--- src/rtl/cpu_dbg_pkg.sv ---
// Shared encodings for the CPU run-control unit: command opcodes, halt causes
// and run-control FSM states.
package cpu_dbg_pkg;

   typedef enum logic [1:0] {
      OP_HALT  = 2'b00,
      OP_STEP  = 2'b01,
      OP_RUN   = 2'b10,
      OP_RUN_N = 2'b11
   } cmd_op_e;

   typedef enum logic [1:0] {
      CAUSE_RESET = 2'b00,
      CAUSE_REQ   = 2'b01,
      CAUSE_BP    = 2'b10,
      CAUSE_DONE  = 2'b11
   } halt_cause_e;

   typedef enum logic [1:0] {
      ST_HALTED = 2'b00,
      ST_STEP   = 2'b01,
      ST_RUN    = 2'b10,
      ST_RUN_N  = 2'b11
   } state_e;

endpackage

--- src/rtl/dbg_trace_buf.sv ---
// Circular trace buffer of retired instructions; when full, a write overwrites
// the oldest entry and the count saturates at DEPTH.
module dbg_trace_buf #(
   parameter int unsigned W     = 64,
   parameter int unsigned DEPTH = 16
) (
   input  logic                     clk,
   input  logic                     rst,
   input  logic                     wr_en,
   input  logic [W-1:0]             wr_data,
   input  logic                     rd_en,
   output logic [W-1:0]             rd_data,
   output logic [$clog2(DEPTH):0]   count
);

   localparam int unsigned AW = $clog2(DEPTH);
   localparam logic [AW:0] FULL_CNT = (AW+1)'(DEPTH);

   logic [W-1:0]    mem [DEPTH];
   logic [AW-1:0]   wr_ptr;
   logic [AW-1:0]   rd_ptr;
   logic            full;
   logic            do_rd;

   assign full  = (count == FULL_CNT);
   assign do_rd = rd_en & (count != '0);

   always_ff @(posedge clk) begin
      if (wr_en)
         mem[wr_ptr] <= wr_data;
   end

   // A read in the same cycle as an overwrite sees the old oldest entry, and
   // the read pointer advances only once for both.
   always_ff @(posedge clk or posedge rst) begin
      if (rst) begin
         wr_ptr  <= '0;
         rd_ptr  <= '0;
         count   <= '0;
         rd_data <= '0;
      end else begin
         if (do_rd)
            rd_data <= mem[rd_ptr];
         if (wr_en)
            wr_ptr <= wr_ptr + 1'b1;
         if (do_rd || (wr_en && full))
            rd_ptr <= rd_ptr + 1'b1;
         case ({wr_en, do_rd})
            2'b10:   if (!full) count <= count + 1'b1;
            2'b01:   count <= count - 1'b1;
            default: count <= count;
         endcase
      end
   end

endmodule

--- src/rtl/cpu_debug_ctrl.sv ---
// Run-control unit for the single-cycle CPU: halt/step/run/run-N via cpu_ce,
// PC breakpoints, optional retire trace enabled by CPU_DBG_TRACE_EN.
module cpu_debug_ctrl
   import cpu_dbg_pkg::*;
#(
   parameter int unsigned XLEN        = 32,
   parameter int unsigned NUM_BP      = 2,
   parameter int unsigned CNT_W       = 16,
   parameter int unsigned TRACE_DEPTH = 16
) (
   input  logic                            clk,
   input  logic                            reset,
   input  logic                            cmd_valid,
   input  logic [1:0]                      cmd_op,
   input  logic [CNT_W-1:0]                cmd_count,
   output logic                            cmd_ready,
   input  logic                            halt_req,
   input  logic [NUM_BP-1:0]               bp_en,
   input  logic [NUM_BP*XLEN-1:0]          bp_addr,
   input  logic [XLEN-1:0]                 pc,
   input  logic [XLEN-1:0]                 idata,
   output logic                            cpu_ce,
   output logic                            halted,
   output logic [1:0]                      halt_cause,
   input  logic                            tr_rd_en,
   output logic [2*XLEN-1:0]               tr_rd_data,
   output logic [$clog2(TRACE_DEPTH):0]    tr_count
);

   state_e             state, state_next;
   halt_cause_e        cause, cause_next;
   logic [CNT_W-1:0]   cnt, cnt_next;
   logic               skip_bp, skip_next;
   logic [NUM_BP-1:0]  bp_match;
   logic               bp_hit;
   logic               bp_stop;
   logic               ce;

   for (genvar i = 0; i < NUM_BP; i++) begin : g_bp
      assign bp_match[i] = bp_en[i] & (pc == bp_addr[i*XLEN +: XLEN]);
   end
   assign bp_hit = |bp_match;

   // The first retire after a resume ignores a match so RUN from a BP PC advances.
   assign bp_stop = bp_hit & ~skip_bp;

   always_comb begin
      state_next = state;
      cause_next = cause;
      cnt_next   = cnt;
      skip_next  = skip_bp;
      ce         = 1'b0;
      case (state)
         ST_HALTED: begin
            if (cmd_valid) begin
               case (cmd_op_e'(cmd_op))
                  OP_STEP: state_next = ST_STEP;
                  OP_RUN: begin
                     state_next = ST_RUN;
                     skip_next  = 1'b1;
                  end
                  OP_RUN_N: begin
                     if (cmd_count == '0) begin
                        cause_next = CAUSE_DONE;
                     end else begin
                        state_next = ST_RUN_N;
                        cnt_next   = cmd_count;
                        skip_next  = 1'b1;
                     end
                  end
                  default: ;
               endcase
            end
         end
         ST_STEP: begin
            state_next = ST_HALTED;
            if (halt_req) begin
               cause_next = CAUSE_REQ;
            end else begin
               ce         = 1'b1;
               cause_next = CAUSE_DONE;
            end
         end
         ST_RUN: begin
            if (halt_req) begin
               state_next = ST_HALTED;
               cause_next = CAUSE_REQ;
            end else if (bp_stop) begin
               state_next = ST_HALTED;
               cause_next = CAUSE_BP;
            end else begin
               ce        = 1'b1;
               skip_next = 1'b0;
            end
         end
         ST_RUN_N: begin
            if (halt_req) begin
               state_next = ST_HALTED;
               cause_next = CAUSE_REQ;
            end else if (bp_stop) begin
               state_next = ST_HALTED;
               cause_next = CAUSE_BP;
            end else if (cnt == '0) begin
               state_next = ST_HALTED;
               cause_next = CAUSE_DONE;
            end else begin
               ce        = 1'b1;
               skip_next = 1'b0;
               cnt_next  = cnt - 1'b1;
               if (cnt == CNT_W'(1)) begin
                  state_next = ST_HALTED;
                  cause_next = CAUSE_DONE;
               end
            end
         end
         default: begin
            state_next = ST_HALTED;
         end
      endcase
   end

   always_ff @(posedge clk or posedge reset) begin
      if (reset) begin
         state     <= ST_HALTED;
         cause     <= CAUSE_RESET;
         cnt       <= '0;
         skip_bp   <= 1'b0;
         halted    <= 1'b1;
         cmd_ready <= 1'b1;
      end else begin
         state     <= state_next;
         cause     <= cause_next;
         cnt       <= cnt_next;
         skip_bp   <= skip_next;
         halted    <= (state_next == ST_HALTED);
         cmd_ready <= (state_next == ST_HALTED);
      end
   end

   // Gated by registered state, so the enable drops as soon as reset clears it.
   assign cpu_ce     = ce;
   assign halt_cause = cause;

`ifdef CPU_DBG_TRACE_EN
   dbg_trace_buf #(
      .W     (2*XLEN),
      .DEPTH (TRACE_DEPTH)
   ) u_trace (
      .clk     (clk),
      .rst     (reset),
      .wr_en   (ce),
      .wr_data ({pc, idata}),
      .rd_en   (tr_rd_en),
      .rd_data (tr_rd_data),
      .count   (tr_count)
   );
`else
   logic unused_trace_in;
   assign unused_trace_in = ^{tr_rd_en, idata};
   assign tr_rd_data = '0;
   assign tr_count   = '0;
`endif

endmodule

--- config.mk ---
export PLATFORM = sky130hd
export DESIGN_NAME = cpu_debug_ctrl
export DESIGN_NICKNAME = d
export VERILOG_FILES = /design/src/rtl/cpu_dbg_pkg.sv /design/src/rtl/dbg_trace_buf.sv /design/src/rtl/cpu_debug_ctrl.sv
export SDC_FILE = /design/constraint.sdc
export NUM_CORES = 1
export LEC_CHECK = 0
export ABC_AREA = 1
export CAP_MARGIN = 10
export CORE_ASPECT_RATIO = 2
export CORE_MARGIN = 8
export CORE_UTILIZATION = 40
export DETAILED_ROUTE_END_ITERATION = 12
export GPL_TIMING_DRIVEN = 0
export PLACE_DENSITY_LB_ADDON = 0.3
export SLEW_MARGIN = 0
export SYNTH_ARGS = -nofsm -noshare
export SYNTH_HDL_FRONTEND = slang
export SYNTH_SLANG_ARGS = --single-unit
--- constraint.sdc ---
create_clock -name clk -period 5.1 [get_ports clk]
set_clock_uncertainty 0.2 [all_clocks]
set_input_delay 1.02 -clock clk [delete_from_list [all_inputs] [get_ports clk]]
set_output_delay 1.02 -clock clk [all_outputs]
set_load 0.1 [all_outputs]
# After elaboration in Yosys (flattened, before gate mapping)
# Cells that the tools add are included.
dict set report word_totals {
  ff_bits 22
  out_inout_bits 74
  wordCells 86
}
dict set report classes {
  add_sub_neg 1
  eq_ne 22
  muxes 44
  bitwise 4
  reduce_logical 10
}
# operator n
set op_table {}
lappend op_table {{16-bit 2-to-1 mux} 6}
lappend op_table {{32-bit == test} 2}
lappend op_table {{2-bit 2-to-1 mux} 18}
lappend op_table {{16-bit zero test} 2}
lappend op_table {{16-bit case mux with 2 select lines} 1}
lappend op_table {{16-bit by 1-bit == test with 1-bit output, second input constant} 1}
lappend op_table {{2-bit inequality test, second input constant} 8}
lappend op_table {{2-bit case mux with 4 select lines} 2}
lappend op_table {{16-bit by 1-bit subtractor with 16-bit output, second input constant} 1}
lappend op_table {{1-bit 2-to-1 mux} 13}
lappend op_table {{9-bit AND reduction} 1}
lappend op_table {{2-bit == test, second input constant} 4}
lappend op_table {{7-bit AND reduction} 1}
lappend op_table {{3-bit inequality test, second input constant} 2}
lappend op_table {{1-bit case mux with 3 select lines} 2}
lappend op_table {{2-bit case mux with 3 select lines} 1}
lappend op_table {{5-bit inequality test, second input constant} 1}
lappend op_table {{5-bit AND reduction} 1}
lappend op_table {{2-bit by 1-bit == test with 1-bit output, second input constant} 2}
lappend op_table {{2-bit zero test} 2}
lappend op_table {{1-bit AND} 3}
lappend op_table {{3-bit by 1-bit inequality test with 1-bit output, second input constant} 1}
lappend op_table {{3-bit nonzero test} 1}
lappend op_table {{2-bit by 1-bit inequality test with 1-bit output, second input constant} 1}
lappend op_table {{other kinds (4)} 4}

# Logic depth before layout (Yosys ltp)
# Gate-level depths: netlist of the first run.
dict set report logic_depth {
  depth_word 8
  ltp_mapped 15
  ltp_nobuf 15
}

# Worst setup path after synthesis of the first run
# OpenSTA, ideal clock, no wires.
dict set report synth_timing {
  path_kind {input port to output port}
  start {in pc[26]}
  end {out cpu_ce}
  arrival_ns 2.517
  required_time_ns 3.880
  slack_ns 1.363
  cell_stages 12
  n_path_buf 0
  path_cell_list {inv_1 > nand2_1 > nand2_1 > nand2_1 > nor2_1 > nand2_1 > nor2_1 > nand3_1 > nand2_1 > nand2_1 > nand4_1 > nand3_1}
}
dict set report synth_between {
  elab_chain_cells 7
  elab_cells_between_ends 11
}
# item line
set synth_lines {}
lappend synth_lines {{start, declared} cpu_debug_ctrl.sv:20} ;# input logic [XLEN-1:0] pc,
lappend synth_lines {{32-bit == test} cpu_debug_ctrl.sv:40} ;# assign bp_match[i] = bp_en[i] & (pc == bp_addr[i*XLEN +: XLEN]);
lappend synth_lines {{1-bit AND} cpu_debug_ctrl.sv:40}
lappend synth_lines {{2-bit OR reduction *} cpu_debug_ctrl.sv:42} ;# assign bp_hit = |bp_match;
lappend synth_lines {{1-bit AND *} cpu_debug_ctrl.sv:45} ;# assign bp_stop = bp_hit & ~skip_bp;
lappend synth_lines {{1-bit 2-to-1 mux, on equally long branches} {cpu_debug_ctrl.sv:100, cpu_debug_ctrl.sv:88}}
lappend synth_lines {{1-bit 2-to-1 mux, on equally long branches} {cpu_debug_ctrl.sv:97, cpu_debug_ctrl.sv:85}}
lappend synth_lines {{1-bit case mux with 3 select lines *} cpu_debug_ctrl.sv:53} ;# case (state)
lappend synth_lines {{end, declared} cpu_debug_ctrl.sv:22} ;# output logic cpu_ce,
# Mark *: on every way between the ends. The rest lies on a longest branch, timed or not.

# Worst setup path in the final report of the first run
dict set report layout_timing {
  start {in pc[2]}
  end {out cpu_ce}
}
# Same word-level chain as after synthesis.

==> results.md, run 1 <==
- After routing, the total negative slack on setup checks comes to 0 ns.
- The flow ran to the end, and the final reports show no timing, DRC or antenna violations.
- During synthesis, Yosys emitted a total of 0 warnings.
- The insertion delay of the later-clocked pin in the worst-skew pair is between 0.2 and 0.3 ns.
- After detailed routing, the average wire length per cell comes to 14.6 microns.
- Across the VDD grid, the largest voltage drop is between 0.15 and 0.2 mV.
- The number of design-rule violations left by the first detailed-router iteration is between 150 and 200.
- The worst setup path is launched from an input pin.
- Across all layers, the routed design uses between 4,000 and 5,000 vias.
- The global-route total usage across every layer is 21.8%.
- The final antenna-violating net count is 0.
- The analysis attributes to cell leakage a power of just over 3 nW.
- The maximum fanout encountered on the critical timing path is 4.
- From left edge to right edge, the die measures around 85 microns.
- 227 I/O pins were placed.
- Of the total power, the clock network draws around 14%.
- The clock tree from TritonCTS is done.
- The count of unique library cells instantiated by Yosys is 41.
- The CTS sink count is 22.
- The max-slew violation count is 0.
- The most used flip-flop cell after synthesis is sky130_fd_sc_hd__dfrtp_1.
- The routability congestion estimate is ~1.
- The first detailed-routing pass ran for 5 iterations.
- The number of buffer cells added on primary ports is ~120.
- By area the synthesized netlist is led by sky130_fd_sc_hd__nand2_1 24%, sky130_fd_sc_hd__buf_4 14%, sky130_fd_sc_hd__dfrtp_1 14%.
- The placed wire-length estimate after detailed placement is about 13 mm.
- The routed design has 14.5 mm of wire.
- For the worst setup path, the data required time is approximately 3.9 ns.
- The floorplan step defined a die boundary enclosing between 0.01 and 0.015 sq mm.
- The share of cells above drive strength 1 is 10.6%.
- Summing all flip-flop and latch instances after layout gives about 550 sq um.
- The area share of the leading cell type in the synthesized netlist is about a quarter.
- Timing would allow up to approximately 210 MHz.
- The tree is rooted in a sky130_fd_sc_hd__clkbuf_16.
- The number of hold violations in the final report is 0.
- The deepest level of the CTS H-tree is 1.
- The power per unit of standard cell area is 257 mW/mm^2.
- Dividing the synthesized area by the synthesized cell count gives around 5.4 sq um.
- The post-CTS clock slew at the launch and capture registers of the worst setup and hold paths is 0.06 ns.
- The max-capacitance violation count is 0.
- Compared with the post-synthesis result, the final layout area differs by 45.5%.
- The design draws 1.42 mW.
- The number of synthesized flops with an enable pin is 0.
- The type of the worst setup path is input pin to output port.
- The detailed-route DRC error count is 0.
- After filler insertion, the fill cell instance count of the layout stands at between 900 and 1,000.
- The multi-input logic area is 0.00246 sq mm.
- The sequential fraction of the synthesis area is 14.6%.
- The mapped netlist covers 0.00378 sq mm.
- The power share of the sequential group is between 20% and 30%.
- The number of CTS-inserted buffers is 3.
- The die is around 150 microns tall.
- Summed over all layers, the global routing overflow is 0.
- The number of placement rows is 50.
- By count the netlist is led by 240 x sky130_fd_sc_hd__nand2_1, 120 x sky130_fd_sc_hd__inv_1, 72 x sky130_fd_sc_hd__nor2_1, 71 x sky130_fd_sc_hd__buf_4, 46 x sky130_fd_sc_hd__nand3_1.
- In this run the cell area measured after placement is around 0.0054 sq mm.
- The kind of end point of the critical path is an output port.
- Using the TritonRoute via totals, the vias-per-cell ratio works out to approximately 4.5.
- The via count of the first global-routing pass is about 4,700.
- For this design, the CTS-stage hold fixing added 0 buffers.
- The type of the worst min-delay path is flip-flop to flip-flop.
- The area of all placed cells without fillers is 0.00550 sq mm.
- The clock tree buffer depth is 2.
- The share of flip-flops with an asynchronous set or reset after synthesis is between 90% and 100%.
- The net count reported at finish is around 1,000.
- The arrival time reported for the critical path endpoint is 3.47 ns.
- The tightest slew margin relative to the limit is ~33%.
- Entering global routing, the biggest net connects 23 pins.
- Net switching is between 50% and 60% of the power.
- Once the floorplan was initialized, standard cells occupied between 40% and 50% of the core.
- The final critical path time including I/O delays and setup is 4.69 ns.
- In the finished design, the share of the clock period the worst path needs comes to around 92%.
- The transition time at the pin with the least slew margin is 1.00 ns.
- The first-pass GRT wire length is approximately 22 mm.
- In this run, the combinational gates consume 63.8% of the power.
- The most frequent cell after synthesis is sky130_fd_sc_hd__nand2_1.
- The core outline area is between 0.009 and 0.01 sq mm.
- The biggest area contributor in the post-synthesis netlist is sky130_fd_sc_hd__nand2_1.
- In this run, synthesis produced a sequential element count of 22.
- The initial antenna violation count is 1.
- Setup repair after global routing left no endpoint under its margin.
- In this run the register-to-register setup slack is about 2.9 ns.
- The reported net switching power is approximately 0.77 mW.
- Setup violations remaining at the end of the flow were counted as 0.
- The cell-internal power is 0.642 mW.
- The cell count after synthesis came out at just under 700.
cell type report:
| cell class | count | area share (%) |
|---|---|---|
| diodes | 1 | 0.0455 |
| plain buffers | 76 | 10.2 |
| clock buffers | 4 | 1.62 |
| inverters | 123 | 8.40 |
| multi-input cells | 541 | 44.7 |
| flip-flops and latches | 22 | 10.0 |
| well taps | 104 | 2.37 |
| repair buffers | 124 | 22.6 |
what timing repair did:
item	in CTS	in global routing
buffers inserted	0	0
gates resized for setup	0	1
hold endpoints to repair	0	0
endpoints found under the setup margin	0	1
power groups by stage:
stage	Clock (mW)	Sequential, mW	Combinational, mW
after detailed placement	0	0.317	0.896
after CTS	0.196	0.315	0.900
after global placement	0	0.316	0.887
final	0.196	0.316	0.904
after global routing	0.198	0.328	0.977
after floorplan	0	0.373	0.603
cells by family after synthesis:
| logic type | Yosys count | synth area share, % |
|---|---|---|
| and+or+nand+nor | 401 | 45.0 |
| xor gates and xnor gates | 25 | 5.79 |
| other | 1 | 0.0992 |
| adders and majority gates | 3 | 0.993 |
| DFF | 22 | 14.6 |
| AOI/OAI and AO/OA | 43 | 6.49 |
| buffers and inverters | 199 | 27.1 |
state kept, by name (all words and copies together) (netlist names):
name and cells:
halted 1, state 2, skip_bp 1, halt_cause 2
cnt 16
worst max-delay path: stages:
cell and delay, ns:
sky130_fd_sc_hd__clkdlybuf4s50_1 0.52, sky130_fd_sc_hd__xor2_1 0.33, sky130_fd_sc_hd__nor2_1 0.11, sky130_fd_sc_hd__nand3_1 0.12, sky130_fd_sc_hd__nor2_1 0.06, sky130_fd_sc_hd__nand3_1 0.08, sky130_fd_sc_hd__nand2_1 0.09, sky130_fd_sc_hd__nand2_1 0.16
sky130_fd_sc_hd__nand4_1 0.11, sky130_fd_sc_hd__nand3_1 0.09, sky130_fd_sc_hd__dlymetal6s2s_1 0.76
placed cells by master, fill, tap and decap left out, types with 3 or more instances in the layout:
master	Yosys	final
sky130_fd_sc_hd__nor4_1	3	3
sky130_fd_sc_hd__nor2_1	72	72
sky130_fd_sc_hd__xnor2_1	22	22
sky130_fd_sc_hd__a21oi_1	10	10
sky130_fd_sc_hd__xor2_1	3	3
sky130_fd_sc_hd__o21ai_0	23	23
sky130_fd_sc_hd__dfrtp_1	21	21
sky130_fd_sc_hd__nand3_1	46	46
sky130_fd_sc_hd__clkbuf_16	0	3
sky130_fd_sc_hd__o22ai_1	3	3
sky130_fd_sc_hd__ha_1	3	3
sky130_fd_sc_hd__clkbuf_1	3	3
sky130_fd_sc_hd__nand2_1	240	240
sky130_fd_sc_hd__buf_4	71	71
sky130_fd_sc_hd__clkdlybuf4s50_1	0	123
sky130_fd_sc_hd__nand4_1	21	21
sky130_fd_sc_hd__conb_1	1	69
sky130_fd_sc_hd__inv_1	120	120
path summary, 6_finish.rpt:
kind                                           startpoint                   endpoint  depth (start not counted)
worst min-delay path            halt_cause[0]$_DFFE_PP0P_  halt_cause[0]$_DFFE_PP0P_                          2
max in group asynchronous                           reset        cnt[15]$_DFFE_PP0P_                          2
worst max register to register         cnt[0]$_DFFE_PP0P_        cnt[15]$_DFFE_PP0P_                         10
worst max-delay path                                pc[2]                     cpu_ce                         11
min in group asynchronous                           reset         cnt[0]$_DFFE_PP0P_                          2
worst min register to register  halt_cause[0]$_DFFE_PP0P_  halt_cause[0]$_DFFE_PP0P_                          2
routing by layer:
layer / up-vias / wire length (microns) / track usage, % / share of wire, %
met2: 162 / 8550 / 46.0 / 59
li1: 2380 / - / - / -
met4: 0 / 1080 / 17.1 / 7.4
met3: 50 / 745 / 3.44 / 5.1
met5: - / 0 / 0 / 0
met1: 1934 / 4140 / 15.9 / 28
stage by stage:
stage          utilization [%]  hold WS [ns]  setup WS, ns  cells
3_5_place_dp              58.4         0.267        0.0492    990
6_report                  59.4         0.271         0.409    995
4_1_cts                   59.3         0.282        0.0398    994
3_3_place_gp              58.4         0.256        0.0224    990
5_1_grt                   59.4         0.305         0.349    995
2_1_floorplan                -         0.242          1.36    762
Note: power is estimated with default switching activity, not from simulation.
==> run 2: changes to the inputs <==
--- a/config.mk
+++ b/config.mk
@@ -10,6 +10,7 @@
 export CORE_ASPECT_RATIO = 2
 export CORE_MARGIN = 8
 export CORE_UTILIZATION = 40
+export CTS_CLUSTER_SIZE = 25
 export DETAILED_ROUTE_END_ITERATION = 12
 export GPL_TIMING_DRIVEN = 0
 export PLACE_DENSITY_LB_ADDON = 0.3
==> results of run 2 <==
Same layout as run 1: the final DEF is identical, and so are final timing and power.
==> run 3: changes to the inputs <==
--- a/config.mk
+++ b/config.mk
@@ -5,11 +5,13 @@
 export SDC_FILE = /design/constraint.sdc
 export NUM_CORES = 1
 export LEC_CHECK = 0
-export ABC_AREA = 1
+export ABC_AREA = 0
+export ABC_CLOCK_PERIOD_IN_PS = 5100
 export CAP_MARGIN = 10
 export CORE_ASPECT_RATIO = 2
 export CORE_MARGIN = 8
-export CORE_UTILIZATION = 40
+export CORE_UTILIZATION = 36
+export CTS_BUF_LIST = sky130_fd_sc_hd__clkbuf_8 sky130_fd_sc_hd__clkbuf_16
 export CTS_CLUSTER_SIZE = 25
 export DETAILED_ROUTE_END_ITERATION = 12
 export GPL_TIMING_DRIVEN = 0
==> run 3 against run 2 <==
- routed wire length fell by 20%
- count of clock-buffer cells in the layout fell by 1
- fmax fell by 4.2%
- critical path depth fell by 2
- power fell by 11%
- final cell count fell by 36%
- highest routed layer unchanged
- largest power group unchanged
- design area fell by 18%
- sequential power fell by 6%
- global-route usage fell by 0.95 points
- via count fell by 32%
==> results.md, run 3 <==
- The run finished with clean final reports.
- Walking the worst path, the cells encountered are clkdlybuf4s50_1 -> xor2_1 -> nor4_1 -> nand3_1 -> o41ai_4 -> buf_2 -> a21o_1 -> a211oi_2 -> clkdlybuf4s15_2.
- The library cell used most frequently in the layout, excluding fill and tap cells, is sky130_fd_sc_hd__clkdlybuf4s50_1.
- The synthesized area per cell is 8.05 sq um (+48%).
- The number of iterations in the first detailed-routing pass is 4 (-1).
- The final total negative setup slack came to 0 ns (unchanged).
- The number of CTS-inserted buffers is 3 (unchanged).
- The area after detailed placement is 0.00440 sq mm (-19%).
- The arrival time reported for the critical path endpoint is 3.68 ns (+0.21 ns).
- The filler cell count in the final layout is 732 (-22%).
- The horizontal extent of the die is 78.1 microns (-7.8%).
- The area of all placed cells without fillers is 0.00452 sq mm (-18%).
- The power per unit of standard cell area was 279 mW/mm^2 (+8.3%).
- The count of inserted antenna diode cells is 0 (-1).
- The top register by number of flip-flops is cnt.
- The achievable frequency is 204 MHz (-4.2%).
- The type of the worst setup path is input pin to output port.
- The total routed wirelength is 11.7 mm (-20%).
- The max-slew violation count is 0 (unchanged).
- The maximum fanout encountered on the critical timing path is 10 (+6).
- The required time at the worst-slack endpoint is 3.88 ns (about the same).
- The first-pass GRT wire length came to 18.0 mm (-20%).
- The routed wirelength normalized by instance count is 18.3 microns (+25%).
- The number of vias in the routed layout was 3,076 (-32%).
- The utilization after layout is 59.9% (+0.46 points).
- The kind of cell adding the most delay to the critical path is buffers and inverters.
- The CTS sink count is 22 (unchanged).
- The number of buffer and inverter instances along the worst setup path is 3 (+1).
- The clock tree from TritonCTS is done.
- The count of hold-fix buffers inserted at cts came to 0 (unchanged).
- The transition time at the pin with the least slew margin is 1.03 ns (+0.0266 ns).
- Setup repair after global routing left no endpoint under its margin.
- The path class of the tightest hold or removal check is flip-flop to flip-flop.
- The final antenna-violating net count is 0 (unchanged).
- The total leakage power is 1.99 nW (-36%).
- The post-synthesis register bit count came to 22 (unchanged).
- The via count of the first global-routing pass was 3,109 (-33%).
- The number of hold violations in the final report is 0 (unchanged).
- sky130_fd_sc_hd__buf_4 takes more of the synthesized area than any other cell.
- The worst slack at placement is -0.654 ns (-0.703 ns).
- The post-CTS clock slew at the launch and capture registers of the worst setup and hold paths came to 0.06 ns (about the same).
- The area of the mapped netlist is 0.00278 sq mm (-26%).
- The largest individual stage delay along the critical path comes from the cell sky130_fd_sc_hd__clkdlybuf4s15_2.
- The top-level I/O count came to 227 (unchanged).
- The area share of the leading cell type in the synthesized netlist is 18.9% (-4.9 points).
- The flip-flop count of the largest register, all copies and words added is 16 (unchanged).
- The number of design-rule violations left by the first detailed-router iteration came to 113 (-41%).
- The share of cells above drive strength 1 is 17.3% (+6.7 points).
- The count of final setup violators is 0 (unchanged).
- The worst setup path is captured at an output port.
- The clock tree buffer depth came to 2 (unchanged).
- The initial antenna violation count was 0 (-1).
- The routability congestion estimate was 0.914 (-7.8%).
- The net count reported at finish is 700 (-33%).
- The initial cell density of the core is 36.8% (-4.0 points).
- The maximum resistive drop on vdd is 0.248 mV (+63%).
- The number of placement rows is 45 (-10%).
- The tightest slew margin relative to the limit was 30.7% (-2.3 points).
- By count the netlist is led by 70 x sky130_fd_sc_hd__buf_4, 34 x sky130_fd_sc_hd__xnor2_1, 31 x sky130_fd_sc_hd__xor2_1, 29 x sky130_fd_sc_hd__nand2_1, 21 x sky130_fd_sc_hd__dfrtp_1.
- The global-route total usage across every layer came to 20.9% (-0.95 points).
- The most frequent cell after synthesis is sky130_fd_sc_hd__buf_4.
- The number of synthesized flops with an enable pin is 0 (unchanged).
- The global-route congestion overflow total is 0 (unchanged).
- The pin count of the biggest net entering global routing was 23 (unchanged).
- The post-route worst setup slack is 0.204 ns (-0.205 ns).
- Sorting the synthesized cells by area gives the leading types as sky130_fd_sc_hd__buf_4 19%, sky130_fd_sc_hd__dfrtp_1 19%, sky130_fd_sc_hd__xnor2_1 11%.
- The most used flip-flop cell after synthesis is sky130_fd_sc_hd__dfrtp_1.
- Compared with the post-synthesis result, the final layout area differs by 62.6%.
- The share of the clock period used by the worst path came to 96.0% (+4.0 points).
- The final critical path time including I/O delays and setup is 4.90 ns (+0.205 ns).
- The share of flip-flops with an asynchronous set or reset after synthesis came to 100% (unchanged).
- The max-capacitance violation count is 0 (unchanged).
- The die outline area came to 0.0110 sq mm (-16%).
- The number of buffer cells added on primary ports is 124 (unchanged).
- STA classifies the critical path startpoint as an input pin.
- The count of yosys warnings during synthesis came to 0 (unchanged).
- The detailed-route DRC error count is 0 (unchanged).
- The placed wire-length estimate after detailed placement is 10.1 mm (-22%).
- The deepest level of the CTS H-tree was 1 (unchanged).
- The library cells used most frequently in the layout, excluding fill and tap cells, are 123 x sky130_fd_sc_hd__clkdlybuf4s50_1, 71 x sky130_fd_sc_hd__buf_4, 69 x sky130_fd_sc_hd__conb_1.
- The root buffer cell chosen for the clock tree is sky130_fd_sc_hd__clkbuf_16.
- The vias per cell is 4.83 (+6.2%).
- The largest incremental delay on the critical path is 0.49 ns (-0.27 ns).
- The overall power consumption is 1.26 mW (-11%).
- The vertical die dimension is 140 microns (-8.6%).
- The core outline area came to 0.00754 sq mm (-19%).
- The gate count of the mapped netlist came to 345 (-50%).
- The count of unique library cells instantiated by Yosys is 49 (+20%).
- The sequential fraction of the synthesis area is 19.9% (+5.3 points).
- The insertion delay of the later-clocked pin in the worst-skew pair is 0.27 ns (about the same).
==> run 3: cell types whose count changed after synthesis, moves of 5 or more <==
| cell | before | now |
|---|---|---|
| sky130_fd_sc_hd__nand2_1 | 240 | 29 |
| sky130_fd_sc_hd__inv_1 | 120 | 5 |
| sky130_fd_sc_hd__nor2_1 | 72 | 14 |
| sky130_fd_sc_hd__nand3_1 | 46 | 12 |
| sky130_fd_sc_hd__xor2_1 | 3 | 31 |
| sky130_fd_sc_hd__nor4_1 | 3 | 17 |
| sky130_fd_sc_hd__xnor2_1 | 22 | 34 |
| sky130_fd_sc_hd__o21ai_0 | 23 | 12 |
| sky130_fd_sc_hd__nand4_1 | 21 | 12 |
| sky130_fd_sc_hd__nor3_1 | 2 | 10 |
| sky130_fd_sc_hd__a21oi_1 | 10 | 3 |
| sky130_fd_sc_hd__o211ai_1 | 1 | 7 |
| sky130_fd_sc_hd__nand2b_1 | 0 | 5 |
==> run 3: worst paths after layout <==
kind / from / endpoint / slack, ns / cells after the start
max in group asynchronous: reset / cnt[1]$_DFFE_PP0P_ / 3.08 / 2
max: pc[9] / cpu_ce / 0.20 / 9
max reg2reg: state[1]$_DFF_PP0_ / cnt[8]$_DFFE_PP0P_ / 2.44 / 8
min reg2reg: halt_cause[0]$_DFFE_PP0P_ / halt_cause[0]$_DFFE_PP0P_ / 0.33 / 2
min: halt_cause[0]$_DFFE_PP0P_ / halt_cause[0]$_DFFE_PP0P_ / 0.33 / 2
min in group asynchronous: reset / cnt[2]$_DFFE_PP0P_ / 1.05 / 2
==> run 3: cell families (layout without fill, tap and decap cells) <==
| family | count (synthesis) | count (layout) | share of synthesized area [%] |
|---|---|---|---|
| compound gates | 52 | 52 | 14.5 |
| xor+xnor | 65 | 65 | 20.5 |
| simple gates | 115 | 115 | 21.5 |
| other cells | 1 | 69 | 0.135 |
| mux | 1 | 1 | 0.405 |
| flops | 22 | 22 | 19.9 |
| fa+ha+maj | 3 | 3 | 1.35 |
| buf+inv | 86 | 216 | 21.8 |
==> run 3: per-layer routing <==
metal | global-route usage [%] | up-vias | share of wire, %
li1 | - | 1471 | -
met1 | 20.1 | 1399 | 33
met2 | 40.1 | 191 | 55
met3 | 6.47 | 15 | 10
met4 | 6.00 | 0 | 2.0
met5 | 0 | - | 0
==> run 3: final cells by class <==
| class | instances | area (sq um) | area share (%) |
|---|---|---|---|
| repair buffers | 126 | 1250 | 27.8 |
| clock buffers | 3 | 75.1 | 1.66 |
| plain buffers | 81 | 587 | 13.0 |
| flip-flops and latches | 22 | 552 | 12.2 |
| clock inverters | 1 | 30.0 | 0.665 |
| inverters | 5 | 18.8 | 0.416 |
| well taps | 94 | 118 | 2.60 |
| multi-input cells | 305 | 1880 | 41.6 |
==> run 3: report_power, final <==
part | internal, mW | switching (mW) | total [mW] | leakage (nW)
Sequential | 0.232 | 0.0652 | 0.297 | 0.262
Combinational | 0.254 | 0.471 | 0.725 | 1.68
Clock | 0.157 | 0.0797 | 0.236 | 0.0511
Total | 0.643 | 0.616 | 1.26 | 1.99
==> run 3: timing repair <==
action / CTS / global route
setup endpoints to repair: 1 / 0
buffers inserted: 1 / 0
resized for setup: 3 / 0
==> run 3: metrics by stage <==
step,std cells,hold slack (ns)
after global placement,631,0.315
after CTS,637,0.337
after global routing,637,0.363
final,637,0.330
after detailed placement,632,0.328
after floorplan,413,0.278
==> run 3: worst reg2reg max path, cell delays in order, from the launching register on <==
cell and delay (ns):
sky130_fd_sc_hd__dfrtp_1 0.47, sky130_fd_sc_hd__nor2_4 0.19, sky130_fd_sc_hd__nand2_1 0.08, sky130_fd_sc_hd__or3_1 0.29, sky130_fd_sc_hd__buf_2 0.17, sky130_fd_sc_hd__a21oi_1 0.64
sky130_fd_sc_hd__nand3_1 0.16, sky130_fd_sc_hd__o21ai_0 0.24, sky130_fd_sc_hd__o211a_1 0.17
